$ cat src/rtl/spi_csr_bridge.sv
// SPI mode-0 slave that turns 16-bit serial frames into single CSR writes or reads.
// All SPI pins are oversampled in the clk_i domain; read data returns on MISO in the next frame.
module spi_csr_bridge #(
    parameter int ADDR_WIDTH = 7,
    parameter int DATA_WIDTH = 8,
    parameter int WR_HOLD    = 6,
    parameter int RD_WAIT    = 4
) (
    input  logic                  clk_i,
    input  logic                  rst_n,
    input  logic                  sclk_i,
    input  logic                  cs_n_i,
    input  logic                  mosi_i,
    output logic                  miso_o,
    output logic [ADDR_WIDTH-1:0] addr_o,
    output logic [DATA_WIDTH-1:0] write_data_o,
    output logic                  write_en_o,
    output logic                  read_en_o,
    input  logic [DATA_WIDTH-1:0] read_data_i,
    output logic                  busy_o,
    output logic                  overrun_o
);

    localparam int FRAME_W   = 1 + ADDR_WIDTH + DATA_WIDTH;
    localparam int BIT_CNT_W = $clog2(FRAME_W + 1);
    localparam int HOLD_MAX  = (WR_HOLD > RD_WAIT) ? WR_HOLD : RD_WAIT;
    localparam int CNT_W     = $clog2(HOLD_MAX + 1);

    typedef enum logic [2:0] {
        IDLE,
        WR_ASSERT,
        WR_RELEASE,
        RD_ASSERT,
        RD_CAPTURE
    } state_t;

    state_t                state;
    state_t                next_state;
    logic [2:0]            sclk_q;
    logic [2:0]            cs_q;
    logic [2:0]            mosi_q;
    logic                  sclk_rise;
    logic                  sclk_fall;
    logic                  cs_fall;
    logic                  cs_active;
    logic [BIT_CNT_W-1:0]  bit_cnt;
    logic [FRAME_W-2:0]    rx_sr;
    logic [FRAME_W-1:0]    frame;
    logic                  frame_done;
    logic [FRAME_W-1:0]    tx_sr;
    logic [CNT_W-1:0]      cnt;
    logic                  accept;
    logic                  capture;
    logic [DATA_WIDTH-1:0] rdata_q;
    logic [ADDR_WIDTH-1:0] last_addr;

    // Bits [1] are the synchronised pins; bits [2] are the edge-detect history.
    always_ff @(posedge clk_i) begin
        if (!rst_n) begin
            sclk_q <= '0;
            cs_q   <= '1;
            mosi_q <= '0;
        end else begin
            sclk_q <= {sclk_q[1:0], sclk_i};
            cs_q   <= {cs_q[1:0], cs_n_i};
            mosi_q <= {mosi_q[1:0], mosi_i};
        end
    end

    assign sclk_rise = sclk_q[1] & ~sclk_q[2];
    assign sclk_fall = ~sclk_q[1] & sclk_q[2];
    assign cs_fall   = ~cs_q[1] & cs_q[2];
    assign cs_active = ~cs_q[1];

    // The counter saturates at FRAME_W so trailing bits neither shift nor retrigger completion.
    always_ff @(posedge clk_i) begin
        if (!rst_n) begin
            bit_cnt <= '0;
            rx_sr   <= '0;
        end else if (cs_fall) begin
            bit_cnt <= '0;
        end else if (sclk_rise && cs_active && (bit_cnt < BIT_CNT_W'(FRAME_W))) begin
            rx_sr   <= {rx_sr[FRAME_W-3:0], mosi_q[2]};
            bit_cnt <= bit_cnt + 1'b1;
        end
    end

    assign frame      = {rx_sr, mosi_q[2]};
    assign frame_done = sclk_rise && cs_active && !cs_fall &&
                        (bit_cnt == BIT_CNT_W'(FRAME_W - 1));

    always_ff @(posedge clk_i) begin
        if (!rst_n) begin
            tx_sr <= '0;
        end else if (cs_fall) begin
            tx_sr <= {overrun_o, last_addr, rdata_q};
        end else if (sclk_fall && cs_active) begin
            tx_sr <= {tx_sr[FRAME_W-2:0], 1'b0};
        end
    end

    // Gated with the history flop so MISO only shows data once the fresh load has landed.
    assign miso_o = ~cs_q[2] & tx_sr[FRAME_W-1];

    always_comb begin
        next_state = state;
        accept     = 1'b0;
        capture    = 1'b0;
        case (state)
            IDLE: begin
                if (frame_done) begin
                    accept     = 1'b1;
                    next_state = frame[FRAME_W-1] ? RD_ASSERT : WR_ASSERT;
                end
            end
            WR_ASSERT: begin
                if (cnt == CNT_W'(WR_HOLD - 1)) next_state = WR_RELEASE;
            end
            WR_RELEASE: begin
                if (cnt == CNT_W'(WR_HOLD - 1)) next_state = IDLE;
            end
            RD_ASSERT: begin
                if (cnt == CNT_W'(RD_WAIT - 1)) begin
                    capture    = 1'b1;
                    next_state = RD_CAPTURE;
                end
            end
            RD_CAPTURE: next_state = IDLE;
            default:    next_state = IDLE;
        endcase
    end

    // Strobes are registered from next_state so the register map never sees decode glitches.
    always_ff @(posedge clk_i) begin
        if (!rst_n) begin
            state        <= IDLE;
            cnt          <= '0;
            write_en_o   <= 1'b0;
            read_en_o    <= 1'b0;
            busy_o       <= 1'b0;
            addr_o       <= '0;
            write_data_o <= '0;
            rdata_q      <= '0;
            last_addr    <= '0;
            overrun_o    <= 1'b0;
        end else begin
            state      <= next_state;
            cnt        <= ((next_state != state) || (state == IDLE)) ? '0 : cnt + 1'b1;
            write_en_o <= (next_state == WR_ASSERT);
            read_en_o  <= (next_state == RD_ASSERT);
            busy_o     <= (next_state != IDLE);
            if (accept) begin
                addr_o <= frame[FRAME_W-2 -: ADDR_WIDTH];
                if (!frame[FRAME_W-1]) write_data_o <= frame[DATA_WIDTH-1:0];
            end
            if (capture) begin
                rdata_q   <= read_data_i;
                last_addr <= addr_o;
            end
            if (frame_done && busy_o) overrun_o <= 1'b1;
        end
    end

endmodule
$ cat config.mk
export PLATFORM = sky130hd
export DESIGN_NAME = spi_csr_bridge
export DESIGN_NICKNAME = d
export VERILOG_FILES = /design/src/rtl/spi_csr_bridge.sv
export SDC_FILE = /design/constraint.sdc
export NUM_CORES = 1
export LEC_CHECK = 0
export BUFFER_PORTS_ARGS = -buffer_cell sky130_fd_sc_hd__buf_2
export CORE_UTILIZATION = 52
export CTS_CLUSTER_SIZE = 12
export DETAILED_ROUTE_END_ITERATION = 7
export MAX_ROUTING_LAYER = met4
export PLACE_DENSITY = 0.83
export SLEW_MARGIN = 20
export SYNTH_ARGS = -nofsm -noshare
export SYNTH_HDL_FRONTEND = slang
export SYNTH_SLANG_ARGS = --single-unit
$ cat constraint.sdc
create_clock -name clk_i -period 1.6 [get_ports clk_i]
set_input_delay 0.24 -clock clk_i [delete_from_list [all_inputs] [get_ports clk_i]]
set_output_delay 0.24 -clock clk_i [all_outputs]
set_load 0.05 [all_outputs]
Word level (Yosys, flattened, before mapping)
Cells that the tools add are included.
Widths: inputs -> output; s select.
{ "classes": {"add_sub_neg": 2, "order_cmp": 1, "n_eq_ne": 9, "mux": 12, "bitwise": 11, "n_reduce_logical": 15} }
{ "ops": {"columns": ["cell", "n"], "rows": [
  ["$mux 16", 2],
  ["$eq 3x2->1 const B", 4],
  ["$mux 3", 4],
  ["$pmux 3 s4", 1],
  ["$not 1->1", 7],
  ["$eq 3x1->1 const B", 2],
  ["$logic_and 1x1->1", 6],
  ["$add 5x1->5 const B", 1],
  ["$eq 5x4->1 const B", 1],
  ["$lt 5x5->1 const B", 1],
  ["$and 1x1->1", 4],
  ["$mux 1", 4],
  ["$reduce_and 2->1", 2],
  ["$reduce_or 2->1", 2],
  ["$add 3x1->3 const B", 1],
  ["$eq 3x3->1 const B", 1],
  ["$logic_not 3->1", 1],
  ["$ne 3x3->1", 1],
  ["$reduce_bool 3->1", 1],
  ["$mux 2", 1],
  ["$reduce_bool 2->1", 1],
  ["$logic_not 1->1", 1],
  ["$logic_or 1x1->1", 1]
]} }
{ "word_totals": {"reg_bits": 85, "in_bits": 13, "output_inout_bits": 20, "word_cells": 66} }

Depth between registers and ports, before layout
{ "logic_depth": {"word_depth": 10, "mapped_depth": 8, "mapped_depth_nobuf": 7} }

Worst setup path before layout
No wires, ideal clock.
{ "synth_timing": {"path_kind": "register to register", "start": "register bit_cnt[0]", "end": "register addr_o[0]", "setup_time_ps": 117, "t_arrival_ps": 1551, "t_required_ps": 1483, "setup_slack_ps": -68, "stages_incl_launch_ff": 9, "n_path_buf": 1, "period_less_slack_ps": 1668, "cell_sequence": "dfxtp_1 > ha_1 > and3_1 > ha_1 > nor2b_1 > and3_1 > buf_6 > mux2i_1 > nor2b_1"} }
{ "synth_via": {"elab_chain_len": 4} }
{ "synth_lines": {"columns": ["element", "line", "source"], "rows": [
  ["start: declaration", "46", "logic [BIT_CNT_W-1:0] bit_cnt;"],
  ["start signal: assignment", "84", "bit_cnt <= bit_cnt + 1'b1;"],
  ["$eq 5x4->1", "90", "(bit_cnt == BIT_CNT_W'(FRAME_W - 1));"],
  ["$logic_and 1x1->1", "89", "assign frame_done = sclk_rise && cs_active && !cs_fall &&"],
  ["$mux 1", "111", "if (frame_done) begin"],
  ["$mux 1", "109", "case (state)"],
  ["end signal: assignment", "153", "addr_o <= frame[FRAME_W-2 -: ADDR_WIDTH];"],
  ["end: declaration", "15", "output logic [ADDR_WIDTH-1:0] addr_o,"]
]} }
No other way between the ends.
A chain may end at the register's enable or synchronous reset.

Final worst setup path
{ "layout_timing": {"start": "register bit_cnt[1]", "end": "register addr_o[0]"} }
The elaborated chain is that of the path after synthesis.

==> flow_summary.toml <==
[logic_synthesis]
synth.ff_latch_count = 85
syn-num-nets = 373
list_of_most_frequent_post_synthesis_cells = "sky130_fd_sc_hd__dfxtp_1 (85), sky130_fd_sc_hd__nand2_1 (74), sky130_fd_sc_hd__mux2i_1 (31)"
synth-main-ff-cell = "sky130_fd_sc_hd__dfxtp_1"
synth_cell_type_count = 37
yosysWarnings = 0
synth-edff-count = 0
synth.largest_area_cell = "sky130_fd_sc_hd__dfxtp_1"
synth.most_common_cell = "sky130_fd_sc_hd__dfxtp_1"
mappedNetlistArea_mm2 = 0.003391
syn-instance-count = 355
async_flop_share_pct = 0
ys_seq_area_share_pct = 50.18
avgSynthCellArea_um2 = 9.551
synth_top_area_share_pct = 50.18
synth_area_leaders = "sky130_fd_sc_hd__dfxtp_1 (50%), sky130_fd_sc_hd__mux2i_1 (9.2%), sky130_fd_sc_hd__nand2_1 (8.2%), sky130_fd_sc_hd__o211a_1 (4.4%), sky130_fd_sc_hd__nand3_1 (2.7%)"

[worst_setup_path]
r2r_cells = 7
timing.reg2reg.setup_slack_ps = -30
cp_slowest_cell = "sky130_fd_sc_hd__dfxtp_2"
path_class = "reg2reg"
critical_path.reg2reg.endpoint = "addr_o[0]"
critical_path_required_ps = 1840
path_cells = "ha_4 -> and3_4 -> ha_4 -> nor2b_4 -> and3_4 -> mux2i_1 -> nor2b_1"
slowest_delay_ps = 360
category_of_the_worst_setup_path_capture_point = "register"
timing.critical_path.from_type = "register"
critical_path_peak_fanout = 7
rr_startpoint = "bit_cnt[1]"
data_arrival_time_of_the_worst_path_ps = 1870
timing.critical_path.max_delay_family = "simple AND/OR/NAND/NOR gates"
buffers_and_inverters_on_the_worst_path = 0

[cts]
clock_pin_slew_on_the_worst_setup_and_hold_paths_ps = 80
clk-insertion-delay-late_ps = 340
cts.sink_count = 85
numCtsBuffers = 9
clockBufferDepth = 2
clock_tree.htree_level_count = 3
cts.hold.buffers_added = 0
cts_root_buf = "sky130_fd_sc_hd__clkbuf_8"
tritoncts = "yes"

[detailed_routing]
final_routed_wirelength_across_all_metal_layers_mm = 5.808
via_count = 2420
route.antenna.remaining_nets = 0
vias_per_cell = 5.138
drcViolationCount = 0
wl_per_cell_um = 12.33
first_pass_iters = 5
violation_count_after_the_first_detailed_route_iteration = 164

[floorplan]
starting_density_of_the_core_pct = 53.71
chipWidth_um = 82.75
area_of_the_core_mm2 = 0.006314
floorplan.die_area_mm2 = 0.006848
i_o_pin_count = 33
placementRows = 29
die_height_um = 82.75

[min_path]
min_delay_endpoint = "cs_q[0]"
count_of_cells_along_the_worst_hold_path = 2
path_type_of_the_worst_min_delay_path = "in2reg"
worstHoldStart = "cs_n_i"

[global_route]
grt.total_usage_pct = 18.94
antenna_found_initial = 0
global_route_wire_length_before_repair_mm = 9.356
grt_start_max_net_pins = 50
grt_pass1_vias = 2159
total_gr_overflow = 0

[timing]
post-route-period-util_pct = 101.8
fin_skew_ps = 6.825
rsz0062_at_grt = "yes"
finalMaxSlewViolations = 0
worst-slew-pin-transition_ps = 326.9
highest_attainable_clock_frequency_mhz = 614.2
setup_viol_count_final = 13
final_hold_viol_count = 0
max-slew-margin-rel_pct = 78.21
post-route-worst-setup-slack_ps = -28.11
totalNegativeSetupSlack_ps = -207.1
finalWorstPathRequiredPeriod_ps = 1628

[power]
irDropWorstVdd_uv = 713.9
p_leak_nw = 1.657
total_power_mw = 3.710
pwr_density_cell_mw_per_mm2 = 948.4

[run_status]
failed_checks = "setup timing"
status = "finished, violations left"

[layout]
n_fill_cell = 533
final_core_util_pct = 61.95
layout.nets = 408
final_cells = 471
area_growth_syn_to_layout_pct = 15.35
num_antenna_cells = 0
post_route_cells_drive_above_1_share_pct = 19.29

[place]
place.port_buffers = 32
preCtsSetupSlack_ps = -108.1
hpwlAfterDp_mm = 3.838
place.detailed.instances = 456
gpl_congestion = 0.7962

[flow_run]
max_cap_viol_count = 0
==> cell type report <==
class                   count  area [µm²]  area share, %
repair buffers             47       322.8          8.253
well taps                  77       96.34          2.463
inverters                   6       22.52         0.5758
flip-flops and latches     85        1704          43.57
clock inverters             5       52.55          1.344
multi-input cells         241        1585          40.53
clock buffers              10       127.6          3.263
==> cells by family after synthesis <==
logic type | Yosys count | synth area share [%]
AND/OR/NAND/NOR | 143 | 21.00
flip-flops | 85 | 50.18
AO/OA/AOI/OAI | 59 | 12.55
multiplexers | 31 | 9.151
buffers and inverters | 29 | 4.502
adder cells (fa/ha/maj) | 5 | 1.845
XOR/XNOR | 3 | 0.7750
==> metal layers <==
| metal | up-vias | global-route usage, % | share of wire, % |
|---|---|---|---|
| li1 | 1265 | - | - |
| met1 | 1110 | 22.37 | 48 |
| met2 | 41 | 29.26 | 47 |
| met3 | 4 | 6.044 | 4.2 |
| met4 | 0 | 8.793 | 0.91 |
| met5 | - | - | 0 |
==> state kept, by name (all words and copies together) (netlist names) <==
| signal | flops |
|---|---|
| addr_o | 7 |
| bit_cnt | 5 |
| busy_o | 1 |
| cnt | 3 |
| cs_q | 3 |
| last_addr | 7 |
| mosi_q | 3 |
| overrun_o | 1 |
| rdata_q | 8 |
| read_en_o | 1 |
| rx_sr | 15 |
| sclk_q | 3 |
| state | 3 |
| tx_sr | 16 |
| write_data_o | 8 |
| write_en_o | 1 |
==> what timing repair did <==
| item | in CTS | in global routing |
|---|---|---|
| endpoints found under the setup margin | 15 | 21 |
| buffers inserted | 0 | 1 |
| gates resized for setup | 7 | 1 |
| pin swaps | 1 | 0 |
==> report_power, final <==
| group | total (mW) | internal, mW | switching [mW] | leakage [nW] |
|---|---|---|---|---|
| registers | 2.16 | 2.14 | 0.0167 | 0.689 |
| logic | 0.138 | 0.0677 | 0.0707 | 0.877 |
| clock network | 1.41 | 0.705 | 0.708 | 0.0919 |
| total | 3.71 | 2.91 | 0.795 | 1.66 |
==> per-stage QoR <==
| step | instance area [µm²] | hold slack [ps] |
|---|---|---|
| after global routing | 3911 | 77.36 |
| final | 3911 | 78.88 |
| after detailed placement | 3706 | 396.4 |
| after floorplan | 3401 | 341.5 |
| after global placement | 3706 | 393.1 |
| after CTS | 3901 | 63.58 |
==> layout by cell type (no fill, tap or decap), drive strengths merged <==
cell	instances
o22ai	2
nand2	74
xnor2	1
o21ai	16
o211a	15
nor3b	1
a31oi	1
nor4b	1
nand3b	2
dfxtp	85
xor2	2
a21o	1
a32oi	1
nand2b	8
nor2	10
buf	47
bufinv	1
a21oi	5
ha	5
mux2i	31
nor3	1
nand4	2
and2	11
a21boi	16
clkinv	3
and3	2
o211ai	2
inv	6
clkbuf	10
clkinvlp	1
nand3	19
nor2b	12
==> worst max-delay path by stage <==
stage	to	slack (ps)	from	cells after the start
finish	addr_o[0]	-30	bit_cnt[1]	7
detailed placement	addr_o[0]	-110	bit_cnt[0]	8
floorplan	addr_o[0]	9	bit_cnt[0]	8
global placement	addr_o[6]	-30	bit_cnt[0]	8
global route	write_data_o[3]	-120	bit_cnt[1]	8
CTS	addr_o[0]	-20	bit_cnt[1]	7
Power figures use the tool's default switching activity.
